**config.mk**
```make
export PLATFORM = sky130hd
export DESIGN_NAME = i2c_target_fsm
export DESIGN_NICKNAME = d
export VERILOG_FILES = /design/src/rtl/i2c_target_fsm.sv
export SDC_FILE = /design/constraint.sdc
export NUM_CORES = 1
export LEC_CHECK = 0
export ABC_AREA = 1
export CORE_ASPECT_RATIO = 1.2
export CORE_MARGIN = 5
export CORE_UTILIZATION = 45
export CTS_BUF_LIST = sky130_fd_sc_hd__clkbuf_4 sky130_fd_sc_hd__clkbuf_8
export DETAILED_ROUTE_END_ITERATION = 7
export HOLD_SLACK_MARGIN = 0.1
export PLACE_DENSITY = 0.67
export SYNTH_ARGS = -nofsm -noshare
export SYNTH_HDL_FRONTEND = slang
export SYNTH_SLANG_ARGS = --single-unit
```
**constraint.sdc**
```tcl
create_clock -name clk -period 3.1 [get_ports clk]
set_input_delay 0.62 -clock clk [delete_from_list [all_inputs] [get_ports clk]]
set_output_delay 0.62 -clock clk [all_outputs]
set_load 0.01 [all_outputs]
```
**src/rtl/i2c_target_fsm.sv**
```systemverilog
`timescale 1ns/1ps
// ---------------------------------------------------------------------------
// i2c_target_fsm
//
// I2C target (slave) controller. SCL and SDA are oversampled on clk. The
// block detects START, repeated START and STOP, and matches a 7-bit address.
// On a write it receives bytes and hands each one to the user. On a read it
// asks the user for bytes and shifts them out. SDA is open-drain: the block
// only pulls the line low (sda_oe=1) or releases it (sda_oe=0).
//
// Ports
//   clk       system clock. The SCL low and high phases must each last
//             at least 6 clk.
//   rst_n     asynchronous, active-low reset
//   scl_in    raw SCL pad input (asynchronous)
//   sda_in    raw SDA pad input (asynchronous)
//   sda_oe    1 = pull SDA low, 0 = release
//   tx_data   byte to transmit on a read. Must be valid from the tx_req pulse
//             until the following SCL fall.
//   tx_req    one-clk pulse: tx_data is consumed at the next SCL fall
//   rx_ready  1 = ACK the byte being received, 0 = NACK it
//   rx_data   last received byte
//   rx_valid  one-clk pulse when rx_data updates
//   addr_hit  high from the address ACK until the next STOP or START
//   busy      high from START until STOP
//   state     current FSM state (debug)
//
// Handshake: tx_req and rx_valid are single-cycle strobes with no
// back-pressure. For tx, the user presents tx_data in response to tx_req and
// holds it until the byte is loaded at the next SCL fall. For rx, the user
// captures rx_data on the rx_valid cycle and chooses ACK/NACK through
// rx_ready. rx_ready is sampled at the SCL fall that opens the ACK slot.
// ---------------------------------------------------------------------------
module i2c_target_fsm #(
    parameter int                  ADDR_LEN    = 7,
    parameter int                  DATA_LEN    = 8,
    parameter logic [ADDR_LEN-1:0] TARGET_ADDR = 7'h50
) (
    input  logic                clk,
    input  logic                rst_n,
    input  logic                scl_in,
    input  logic                sda_in,
    output logic                sda_oe,
    input  logic [DATA_LEN-1:0] tx_data,
    output logic                tx_req,
    input  logic                rx_ready,
    output logic [DATA_LEN-1:0] rx_data,
    output logic                rx_valid,
    output logic                addr_hit,
    output logic                busy,
    output logic [2:0]          state
);

    typedef enum logic [2:0] {
        IDLE     = 3'd0,
        ADDR     = 3'd1,
        ADDR_ACK = 3'd2,
        RX_DATA  = 3'd3,
        RX_ACK   = 3'd4,
        TX_DATA  = 3'd5,
        TX_ACK   = 3'd6
    } state_t;

    // The address phase carries the address bits plus the R/W bit.
    localparam logic [3:0] ADDR_BITS = 4'(ADDR_LEN + 1);
    localparam logic [3:0] BYTE_BITS = 4'(DATA_LEN);

    // -----------------------------------------------------------------------
    // Input synchronizers plus one history register per line.
    // These reset to 1 (idle bus), so leaving reset never fakes a START.
    // -----------------------------------------------------------------------
    logic scl_s1, scl_s2, scl_d;
    logic sda_s1, sda_s2, sda_d;

    always_ff @(posedge clk or negedge rst_n) begin
        if (!rst_n) begin
            scl_s1 <= 1'b1;
            scl_s2 <= 1'b1;
            scl_d  <= 1'b1;
            sda_s1 <= 1'b1;
            sda_s2 <= 1'b1;
            sda_d  <= 1'b1;
        end else begin
            scl_s1 <= scl_in;
            scl_s2 <= scl_s1;
            scl_d  <= scl_s2;
            sda_s1 <= sda_in;
            sda_s2 <= sda_s1;
            sda_d  <= sda_s2;
        end
    end

    logic scl_rise, scl_fall, start_det, stop_det;

    assign scl_rise = scl_s2 & ~scl_d;
    assign scl_fall = ~scl_s2 & scl_d;
    // SCL must be high in both samples. An SDA change in the same clk as an
    // SCL change therefore counts only as an SCL edge.
    assign start_det = scl_s2 & scl_d & sda_d & ~sda_s2;
    assign stop_det  = scl_s2 & scl_d & ~sda_d & sda_s2;

    // -----------------------------------------------------------------------
    // State registers
    // -----------------------------------------------------------------------
    state_t              state_q, state_d;
    logic [3:0]          bit_cnt_q, bit_cnt_d;
    logic [DATA_LEN-1:0] shift_q, shift_d;
    logic                sda_oe_q, sda_oe_d;
    logic                tx_req_q, tx_req_d;
    logic [DATA_LEN-1:0] rx_data_q, rx_data_d;
    logic                rx_valid_q, rx_valid_d;
    logic                addr_hit_q, addr_hit_d;
    logic                busy_q, busy_d;
    logic                mack_q, mack_d;   // controller ACKed the last tx byte

    always_ff @(posedge clk or negedge rst_n) begin
        if (!rst_n) begin
            state_q    <= IDLE;
            bit_cnt_q  <= '0;
            shift_q    <= '0;
            sda_oe_q   <= 1'b0;
            tx_req_q   <= 1'b0;
            rx_data_q  <= '0;
            rx_valid_q <= 1'b0;
            addr_hit_q <= 1'b0;
            busy_q     <= 1'b0;
            mack_q     <= 1'b0;
        end else begin
            state_q    <= state_d;
            bit_cnt_q  <= bit_cnt_d;
            shift_q    <= shift_d;
            sda_oe_q   <= sda_oe_d;
            tx_req_q   <= tx_req_d;
            rx_data_q  <= rx_data_d;
            rx_valid_q <= rx_valid_d;
            addr_hit_q <= addr_hit_d;
            busy_q     <= busy_d;
            mack_q     <= mack_d;
        end
    end

    // Address bits sit above the R/W bit once the address phase completes.
    logic                addr_match;
    logic                rw_bit;
    logic [DATA_LEN-1:0] shift_in;

    assign addr_match = (shift_q[ADDR_LEN:1] == TARGET_ADDR);
    assign rw_bit     = shift_q[0];
    assign shift_in   = {shift_q[DATA_LEN-2:0], sda_s2};

    // -----------------------------------------------------------------------
    // Next-state logic
    // -----------------------------------------------------------------------
    always_comb begin
        state_d    = state_q;
        bit_cnt_d  = bit_cnt_q;
        shift_d    = shift_q;
        sda_oe_d   = sda_oe_q;
        tx_req_d   = 1'b0;
        rx_data_d  = rx_data_q;
        rx_valid_d = 1'b0;
        addr_hit_d = addr_hit_q;
        busy_d     = busy_q;
        mack_d     = mack_q;

        if (start_det) begin
            // Covers both START and repeated START. A byte in progress is
            // abandoned, and SDA is released.
            state_d    = ADDR;
            busy_d     = 1'b1;
            bit_cnt_d  = '0;
            sda_oe_d   = 1'b0;
            addr_hit_d = 1'b0;
        end else if (stop_det) begin
            state_d    = IDLE;
            busy_d     = 1'b0;
            sda_oe_d   = 1'b0;
            addr_hit_d = 1'b0;
        end else begin
            unique case (state_q)
                IDLE: begin
                end

                ADDR: begin
                    if (scl_rise && bit_cnt_q < ADDR_BITS) begin
                        shift_d   = shift_in;
                        bit_cnt_d = bit_cnt_q + 4'd1;
                    end else if (scl_fall && bit_cnt_q == ADDR_BITS) begin
                        if (addr_match) begin
                            state_d    = ADDR_ACK;
                            sda_oe_d   = 1'b1;
                            addr_hit_d = 1'b1;
                        end else begin
                            state_d = IDLE;
                        end
                    end
                end

                ADDR_ACK: begin
                    // For a read, ask for the first byte early. It is loaded
                    // when the ACK clock ends.
                    if (scl_rise && rw_bit) begin
                        tx_req_d = 1'b1;
                    end else if (scl_fall) begin
                        bit_cnt_d = '0;
                        if (rw_bit) begin
                            state_d  = TX_DATA;
                            shift_d  = tx_data;
                            sda_oe_d = ~tx_data[DATA_LEN-1];
                        end else begin
                            state_d  = RX_DATA;
                            sda_oe_d = 1'b0;
                        end
                    end
                end

                RX_DATA: begin
                    if (scl_rise && bit_cnt_q < BYTE_BITS) begin
                        shift_d   = shift_in;
                        bit_cnt_d = bit_cnt_q + 4'd1;
                        if (bit_cnt_q == BYTE_BITS - 4'd1) begin
                            rx_data_d  = shift_in;
                            rx_valid_d = 1'b1;
                        end
                    end else if (scl_fall && bit_cnt_q == BYTE_BITS) begin
                        state_d  = RX_ACK;
                        sda_oe_d = rx_ready;
                    end
                end

                RX_ACK: begin
                    // sda_oe_q still holds the ACK/NACK decision for this slot.
                    if (scl_fall) begin
                        if (sda_oe_q) begin
                            state_d   = RX_DATA;
                            sda_oe_d  = 1'b0;
                            bit_cnt_d = '0;
                        end else begin
                            state_d = IDLE;
                        end
                    end
                end

                TX_DATA: begin
                    // The MSB is already driven on entry. Each later fall
                    // presents the next bit. The fall after bit 8 opens the
                    // controller's ACK slot.
                    if (scl_rise && bit_cnt_q < BYTE_BITS) begin
                        bit_cnt_d = bit_cnt_q + 4'd1;
                    end else if (scl_fall && bit_cnt_q != 4'd0) begin
                        if (bit_cnt_q < BYTE_BITS) begin
                            shift_d  = {shift_q[DATA_LEN-2:0], 1'b0};
                            sda_oe_d = ~shift_q[DATA_LEN-2];
                        end else begin
                            state_d  = TX_ACK;
                            sda_oe_d = 1'b0;
                        end
                    end
                end

                TX_ACK: begin
                    if (scl_rise) begin
                        mack_d   = ~sda_s2;
                        tx_req_d = ~sda_s2;
                    end else if (scl_fall) begin
                        if (mack_q) begin
                            state_d   = TX_DATA;
                            shift_d   = tx_data;
                            sda_oe_d  = ~tx_data[DATA_LEN-1];
                            bit_cnt_d = '0;
                        end else begin
                            state_d  = IDLE;
                            sda_oe_d = 1'b0;
                        end
                    end
                end

                default: begin
                    state_d  = IDLE;
                    sda_oe_d = 1'b0;
                end
            endcase
        end
    end

    assign sda_oe   = sda_oe_q;
    assign tx_req   = tx_req_q;
    assign rx_data  = rx_data_q;
    assign rx_valid = rx_valid_q;
    assign addr_hit = addr_hit_q;
    assign busy     = busy_q;
    assign state    = state_q;

endmodule

```
==> run_results.csv, run 1 <==
group,metric,value,unit
sta,max_slew_margin,0.6371,
sta,finalMaxSlewViolations,0,
clock_network,clockBufferDepth,2,
die,dieArea,6271,um2
sta,min_period_over_period,0.6653,
die,rows,27,
worst_hold_path,hold_path.class,"reg2reg",
power_and_ir_drop,leakage,1.288,nW
sta,timing.hold.ws,0.3577,ns
synthesis,synth_top_family_by_area,"simple AND/OR/NAND/NOR gates",
worst_setup_path,critPathTopFamily,"simple AND/OR/NAND/NOR gates",
placed_design,place_inst,377,
worst_setup_path,critPathKind,"reg2reg",
die,start_util,0.4650,
global_route,grt_pass1_wl,9059,um
status,status,"finished, final reports clean",
clock_network,clock_latency,0.28,ns
sta,setup_viol,0,
sta,tightest_slew,0.5443,ns
global_route,grt_overflow,0,
global_route,grt_usage,0.1841,
synthesis,syn_area,2152,um2
die,io_pins,29,
sta,rsz0062_at_grt,"false",
sta,min_period,2.063,ns
power_and_ir_drop,p_per_area,605.3,nW/um2
placed_design,io_buffers,28,
placed_design,hpwl,3916,um
routing,drc,0,
worst_setup_path,r2r_start,"state[0]",
synthesis,synth_top_area_share,0.3372,
sta,fin_ws,1.037,ns
routing,postRouteAntennaNets,0,
synthesis,synth-main-ff-cell,"dfrtp_1",
worst_setup_path,reg2reg_depth,9,
placed_design,place_ws,1.059,ns
cells_and_area,drive_gt1_frac,0.1315,
sta,timing.fmax,484.8,MHz
cells_and_area,fin_area,2566,um2
worst_setup_path,critPathLaunch,"state[0]",
worst_setup_path,crit_cells,9,
synthesis,synth_xor_xnor_area_share,0,
worst_setup_path,worst-path-max-fanout,14,
clock_network,path_clk_slew,0.07,ns
routing,dr.pass1.iters,4,
synthesis,ys_ff_latch,35,
synthesis,synth_compound_area_frac,0.1093,
sta,finalSetupTns,0,ns
placed_design,gp_congestion,0.9525,
routing,first_iter_violations,144,
sta,hold_viol,0,
global_route,antenna_found_initial,0,
synthesis,ys_seq_area_frac,0.4105,
global_route,grt_pass1_vias,1927,
synthesis,synth_edf_count,0,
synthesis,syn_area_per_cell,7.295,um2
worst_setup_path,ff2ff_setup_slack,1.04,ns
clock_network,cts_root_buf,"clkbuf_8",
clock_network,cts-resized-gates,0,
routing,detail_route.wirelength,5141,um
clock_network,cts_tree,"done",
routing,post_drt_wl_per_cell,13.35,um
synthesis,synth_cell_type_count,31,
cells_and_area,stdcell_count,385,
worst_setup_path,crit_required,3.26,ns
synthesis,yosys.area_share.adder,0.01163,
synthesis,syn_inst,295,
worst_setup_path,path_buf_inv,2,
worst_setup_path,start_kind,"register",
placed_design,place_area,2467,um2
synthesis,synth.area.top_cells,"dfrtp_1 (34%), nand2_1 (15%), dfstp_2 (7.3%), inv_1 (6.3%), nor2_1 (5.8%)",
run,maxCapViolCount,0,
die,die_w,73.13,um
power_and_ir_drop,ir_worst_vdd,351.1,uV
synthesis,synth_nets,310,
synthesis,yosys.area_share.simple,0.3744,
sta,skew,0.004333,ns
die,die_y,85.76,um
clock_network,clock-sinks,35,
global_route,grt_max_degree,36,
worst_setup_path,path_cells,"inv_2 > nand3_2 > inv_1 > nand2_1 > o21ai_0 > nor2_1 > nand3_2 > nand2_1 > o21ai_0",
synthesis,synth_common_cells,"nand2_1 (84), inv_1 (36), nor2_1 (33), dfrtp_1 (29), nand3_1 (24)",
clock_network,postCtsSetupRepairBufs,0,
worst_setup_path,worstPathArrival,2.22,ns
synthesis,yosysWarnings,0,
routing,vias,1939,
routing,avgViaCountPerCell,5.036,
cells_and_area,diodes,0,
clock_network,cts_hold_buf,0,
cells_and_area,fillCellCount,441,
clock_network,cts_buffers,5,
cells_and_area,utilization,0.5545,
power_and_ir_drop,total_power,1.553,mW
synthesis,synth_top_area_cell,"dfrtp_1",
worst_setup_path,timing.critical_path.to,"shift_q[1]",
synthesis,async_flop_share,1.000,
synthesis,synthMuxAreaShare,0,
worst_setup_path,crit_path_max_incr_delay,0.53,ns
worst_setup_path,r2r-end,"shift_q[1]",
worst_setup_path,critPathCaptureType,"register",
clock_network,h-tree-depth,2,
cells_and_area,final_nets,341,
cells_and_area,areaGrowthSynthToFinish,19.24,%
worst_setup_path,crit_path_top_delay_cell,"dfrtp_1",
synthesis,yosysMostFrequentCell,"nand2_1",
die,core_area,4628,um2
per-layer routing:
layer	up-vias	global-route usage	share of wire
li1	1006	-	-
met1	896	0.2417	0.47
met2	31	0.2962	0.48
met3	6	0.03986	0.034
met4	0	0.06376	0.018
met5	-	0	0
placed cells by master, fill, tap and decap left out:
master           Yosys  layout
nand2_1             84      84
inv_1               36      36
nor2_1              33      33
dfrtp_1             29      29
clkdlybuf4s50_1      0      28
nand3_1             24      24
nor3_1               9       9
o21ai_0              9       9
o21ai_1              7       7
o21ai_2              7       7
clkbuf_8             0       6
dfstp_2              6       6
inv_2                5       5
nand2_2              5       5
o22ai_1              5       5
a21oi_1              5       5
nor2_2               3       3
nand3_2              3       3
nand4_1              3       3
nand3_4              2       2
nor2_4               2       2
o21a_1               2       2
o21bai_1             2       2
ha_1                 2       2
nor3_4               1       1
clkinv_1             1       1
nor4b_1              1       1
nor4_1               1       1
or2_1                1       1
o211ai_1             1       1
nand3b_1             1       1
clkbuf_4             0       1
clkinv_4             0       1
buf_4                3       1
cell families (layout without fill, tap and decap cells):
group / Yosys count / in the layout
adders and majority gates: 2 / 2
buffers and inverters: 47 / 79
DFF: 35 / 35
and+or+nand+nor: 173 / 173
AOI/OAI and AO/OA: 38 / 38
worst min-delay path by stage:
stage / start / endpoint / slack (ns) / cells past startpoint
6_report: scl_s1 / scl_s2 / 0.36 / 0
2_1_floorplan: rst_n / addr_hit / 0.32 / 0
4_1_cts: scl_s1 / scl_s2 / 0.36 / 0
5_1_grt: sda_s1 / sda_s2 / 0.37 / 0
3_3_place_gp: sda_s1 / sda_s2 / 0.35 / 0
3_5_place_dp: scl_s1 / scl_s2 / 0.35 / 0
power breakdown:
part	switching [mW]	internal, mW	total, mW
registers	0.0839	0.532	0.616
clock network	0.164	0.191	0.354
logic	0.372	0.210	0.583
registers in the layout (all words and copies together) (netlist names):
name and cells:
addr_hit 1, bit_cnt_q 4, busy 1, mack_q 1
rx_data 8, rx_valid 1, scl_d 1, scl_s1 1
scl_s2 1, sda_d 1, sda_oe 1, sda_s1 1
sda_s2 1, shift_q 8, state 3, tx_req 1
worst reg2reg max path: stages, from the launching register on:
cell     delay, ns
dfrtp_1       0.53
inv_2         0.11
nand3_2       0.25
inv_1         0.13
nand2_1       0.11
o21ai_0       0.12
nor2_1        0.13
nand3_2       0.31
nand2_1       0.15
o21ai_0       0.09
cell type report:
cell class / instances / area [um2] / area share
Multi-Input combinational cell: 213 / 1066 / 0.4154
Sequential cell: 35 / 883.3 / 0.3442
Timing Repair Buffer: 29 / 287.8 / 0.1121
Inverter: 42 / 157.7 / 0.06143
Clock buffer: 7 / 90.09 / 0.03510
Tap cell: 58 / 72.57 / 0.02828
Clock inverter: 1 / 8.758 / 0.003413
Power figures use the tool's default switching activity.
==> inputs of run 2 (changes only) <==
clock period = 1.93 ns   (was 3.1 ns; I/O delays follow)
==> run 2 against run 1 <==
Effect of this change: sequential cell count is the same; hold slack worse by 0.0077 ns; sequential power rose by 58%; utilization up 1.9 points; sequential share of layout area down 1.1 points; register-to-register slack worse by 0.89 ns.
==> run_results.csv, run 2 (synthesis results as in run 1) <==
group,metric,value,unit
die,die_y,85.76,um
cells_and_area,stdcell_count,396,
die,io_pins,29,
global_route,grt_overflow,0,
sta,skew,0.009240,ns
clock_network,h-tree-depth,2,
cells_and_area,ff_latch_area,884.6,um2
routing,drc,0,
worst_setup_path,critPathKind,"reg2out",
sta,rsz0062_at_grt,"false",
power_and_ir_drop,leakage,1.339,nW
routing,avgViaCountPerCell,5.116,
worst_hold_path,hold_path.class,"reg2reg",
die,dieArea,6271,um2
cells_and_area,diodes,0,
cells_and_area,areaGrowthSynthToFinish,23.26,%
global_route,grt_usage,0.1923,
clock_network,cts_buffers,5,
sta,min_period_over_period,0.9677,
cells_and_area,utilization,0.5731,
worst_setup_path,crit_required,1.54,ns
placed_design,hpwl,4222,um
sta,setup_viol,0,
routing,vias,2026,
routing,postRouteAntennaNets,0,
worst_setup_path,worstPathArrival,1.48,ns
power_and_ir_drop,total_power,2.546,mW
cells_and_area,fillCellCount,453,
cells_and_area,final_common_cell,"nand2_1",
routing,detail_route.wirelength,5493,um
die,die_w,73.13,um
clock_network,clock_latency,0.29,ns
die,rows,27,
global_route,grt_pass1_vias,1967,
cells_and_area,drive_gt1_frac,0.1627,
worst_setup_path,worst-path-max-fanout,5,
run,maxCapViolCount,0,
sta,finalSetupTns,0,ns
global_route,antenna_found_initial,0,
sta,hold_viol,0,
status,status,"finished, final reports clean",
worst_setup_path,start_kind,"register",
worst_setup_path,critPathCaptureType,"primary output",
sta,max_slew_margin,0.7057,
clock_network,path_clk_slew,0.07,ns
placed_design,place_inst,388,
power_and_ir_drop,p_per_area,959.8,nW/um2
routing,post_drt_wl_per_cell,13.87,um
sta,timing.fmax,535.5,MHz
clock_network,clockBufferDepth,2,
sta,finalMaxSlewViolations,0,
routing,first_iter_violations,124,
cells_and_area,multi_input_area,1066,um2
cells_and_area,final_nets,352,
clock_network,clock-sinks,35,
clock_network,cts_hold_buf,0,
placed_design,io_buffers,28,
routing,dr.pass1.iters,5,
power_and_ir_drop,ir_worst_vdd,753.3,uV
die,core_area,4628,um2
sta,min_period,1.868,ns
cells_and_area,final_cell_mix,"nand2_1 (84), inv_1 (36), nor2_1 (33)",
global_route,grt_max_degree,36,
clock_network,cts_tree,"done",
placed_design,gp_congestion,0.9467,
global_route,grt_pass1_wl,9432,um
clock_network,cts_root_buf,"clkbuf_8",
die,start_util,0.4650,
sta,tightest_slew,0.4414,ns
## run 2: changes by cell type in the layout (fill, tap and decap cells not counted), sizes merged
cell / delta
buf: +11
clkbuf: -1
clkinvlp: +1
## run 2: repair_timing
action / 4_1_cts / 5_1_grt
gates resized for setup: 0 / 1
setup buffers: 0 / 0
setup endpoints to repair: 0 / 1
## run 2: per-stage QoR
| step | area (um2) | hold slack (ns) | worst slack [ns] |
|---|---|---|---|
| floorplan | 2152 | 0.09041 | 0.3270 |
| global route | 2653 | 0.3625 | 0.001939 |
| finish | 2653 | 0.3500 | 0.06243 |
| CTS | 2651 | 0.3523 | 0.03855 |
| global placement | 2562 | 0.3461 | 0.2032 |
| detailed placement | 2562 | 0.3479 | 0.1894 |
## run 2: cell type report
| cell class | count | area share |
|---|---|---|
| sequential | 35 | 0.3335 |
| clock buffer | 6 | 0.02877 |
| inverter | 42 | 0.05943 |
| clock inverter | 2 | 0.004717 |
| tap | 58 | 0.02736 |
| timing repair buffer | 40 | 0.1443 |
| multi-input combinational | 213 | 0.4019 |
## run 2: path summary, 6_finish.rpt
kind / start / end / slack, ns / cells past startpoint
worst min-delay path: scl_s1 / scl_s2 / 0.35 / 0
worst min register to register: scl_s1 / scl_s2 / 0.35 / 0
max in group asynchronous: rst_n / scl_s1 / 1.05 / 2
worst max register to register: scl_s2 / state[2] / 0.15 / 8
min in group asynchronous: rst_n / rx_data[5] / 0.52 / 2
worst max-delay path: state[1] / state[1] / 0.06 / 2
## run 2: worst max-delay path: stages, from the launching register on
cell and delay [ns]:
dfrtp_1 0.48, buf_4 0.18, clkdlybuf4s50_1 0.53
## run 2: layer usage
layer	global-route usage	share of wire	wire, um	vias to the layer above
met5	0	0	0	-
li1	-	-	-	1031
met1	0.2647	0.47	2577	942
met2	0.2945	0.47	2566	42
met3	0.03751	0.042	229	11
met4	0.07550	0.022	119	0
## run 2: power by group
| part | internal (mW) | total (mW) | switching [mW] |
|---|---|---|---|
| Sequential | 0.855 | 0.973 | 0.118 |
| Clock | 0.266 | 0.544 | 0.277 |
| Combinational | 0.407 | 1.03 | 0.622 |
| Total | 1.53 | 2.55 | 1.02 |
==> inputs of run 3 (changes only) <==
PLACE_DENSITY = 0.7   (was 0.67)
SETUP_SLACK_MARGIN = 0.05   (was default)
clock period = 1.7 ns   (was 1.93 ns; I/O delays follow)
==> run 3 against run 2 <==
Effect of this change: sequential cell count unchanged; combinational power increased by 30%; design area increased by 10%; critical path depth increased by 7; clock skew decreased by 0.00096 ns; via count increased by 3.6%; first-iteration DRC count increased by 30%; clock-buffer cell count increased by 1; worst setup slack improved by 0.022 ns; largest cell class unchanged; largest power group unchanged.
==> run_results.csv, run 3 (synthesis results as in run 1) <==
group,metric,value,unit
worst_setup_path,crit_required,1.89,ns
placed_design,gp_congestion,0.8984,
sta,rsz0062_at_grt,"true",
cells_and_area,utilization,0.6323,
global_route,grt_overflow,0,
sta,skew,0.008285,ns
die,rows,27,
sta,timing.fmax,618.9,MHz
worst_setup_path,start_kind,"register",
die,core_area,4628,um2
global_route,grt_pass1_wl,9011,um
die,start_util,0.4650,
run,maxCapViolCount,0,
clock_network,path_clk_slew,0.08,ns
power_and_ir_drop,leakage,1.477,nW
clock_network,clockBufferDepth,2,
die,dieArea,6271,um2
cells_and_area,final_cell_mix,"nand2_1 (75), inv_1 (32), nor2_1 (31)",
power_and_ir_drop,ir_worst_vdd,493.4,uV
worst_setup_path,critPathCaptureType,"register",
placed_design,place_ws,0.01650,ns
clock_network,cts_buffers,5,
routing,vias,2099,
global_route,grt_usage,0.1851,
sta,hold_viol,0,
status,status,"finished, final reports clean",
cells_and_area,final_nets,373,
routing,first_iter_violations,161,
cells_and_area,final_common_cell,"nand2_1",
routing,dr.pass1.iters,4,
sta,min_period,1.616,ns
cells_and_area,drive_gt1_frac,0.2646,
die,io_pins,29,
global_route,antenna_found_initial,0,
worst_setup_path,worst-path-max-fanout,7,
cells_and_area,fillCellCount,402,
cells_and_area,diodes,0,
clock_network,clock-sinks,35,
sta,fin_ws,0.08429,ns
die,die_y,85.76,um
die,die_w,73.13,um
routing,avgViaCountPerCell,5.034,
global_route,grt_max_degree,36,
sta,max_slew_margin,0.7924,
clock_network,h-tree-depth,2,
power_and_ir_drop,p_per_area,1074,nW/um2
routing,post_drt_wl_per_cell,13.44,um
routing,postRouteAntennaNets,0,
clock_network,cts_tree,"done",
clock_network,cts_root_buf,"clkbuf_8",
global_route,grt_pass1_vias,1947,
clock_network,cts_hold_buf,0,
routing,detail_route.wirelength,5606,um
worst_hold_path,hold_path.class,"reg2reg",
worst_setup_path,critPathKind,"reg2reg",
cells_and_area,multi_input_area,1142,um2
placed_design,hpwl,4124,um
sta,tightest_slew,0.3091,ns
sta,setup_viol,0,
sta,min_period_over_period,0.9504,
cells_and_area,ff_latch_area,885.9,um2
clock_network,clock_latency,0.30,ns
worst_setup_path,worstPathArrival,1.80,ns
cells_and_area,areaGrowthSynthToFinish,35.99,%
placed_design,io_buffers,28,
sta,finalMaxSlewViolations,0,
routing,drc,0,
-- run 3: changes by cell type in the layout (fill, tap and decap cells not counted), moves of 2 or more --
cell	before	now
buf_4	11	29
nand2_1	84	75
nand2_2	5	13
inv_1	36	32
nor2_4	2	5
clkbuf_8	5	7
clkdlybuf4s50_1	28	26
inv_2	5	7
inv_4	0	2
nand3_1	24	22
nor2_1	33	31
o21ai_0	9	7
o21ai_1	7	9
-- run 3: layer usage --
metal	share of wire	up-vias	GRT usage	wire (um)
li1	-	1068	-	-
met1	0.45	978	0.2485	2496
met2	0.48	45	0.2921	2690
met3	0.058	8	0.03400	326
met4	0.017	0	0.07215	93
met5	0	-	0	0
-- run 3: cell type report --
class                   instances  area share
clock buffers                   7     0.03292
clock inverters                 1    0.002565
inverters                      42     0.05643
multi-input cells             213      0.3903
flip-flops and latches         35      0.3027
well taps                      58     0.02480
repair buffers                 60      0.1881
repair inverters                1    0.002138
-- run 3: through the flow --
stage               power (mW)  cells  cell area, um2  hold WS (ns)  setup TNS (ns)
floorplan                1.915    295            2152       0.04441               0
global placement         2.351    403            2688        0.3467               0
detailed placement       2.365    403            2688        0.3488               0
CTS                      3.068    414            2821        0.3608               0
global route             3.358    417            2927        0.3704         -0.2162
finish                   3.142    417            2927        0.3588               0
-- run 3: worst paths after layout --
check	startpoint	endpoint	slack [ns]	depth (start not counted)
worst max-delay path	scl_d	sda_oe	0.08	9
worst min-delay path	sda_s1	sda_s2	0.36	0
worst max register to register	scl_d	sda_oe	0.08	9
worst min register to register	sda_s1	sda_s2	0.36	0
max in group asynchronous	rst_n	sda_s1	1.04	2
min in group asynchronous	rst_n	shift_q[5]	0.41	2
-- run 3: timing repair --
| item | 4_1_cts | 5_1_grt |
|---|---|---|
| endpoints found under the setup margin | 10 | 25 |
| pin swaps | 1 | 7 |
| gates resized for setup | 5 | 30 |
| gates cloned | 0 | 1 |
| buffers inserted | 3 | 2 |
-- run 3: power by group --
group,total [mW],internal (mW),switching (mW),leakage [nW]
clock,0.688,0.369,0.319,0.0505
sequential,1.11,0.971,0.143,0.456
combinational,1.34,0.560,0.779,0.970
total,3.14,1.90,1.24,1.48
-- run 3: critical path, stage by stage (launching register included) --
cell and delay (ns):
dfstp_2 0.62, nand3_1 0.14, nor2_4 0.18, inv_1 0.10, nand3b_1 0.11, nand2_1 0.06, nor2_1 0.11, nand3_1 0.08
nand2_1 0.06, nand2_1 0.04
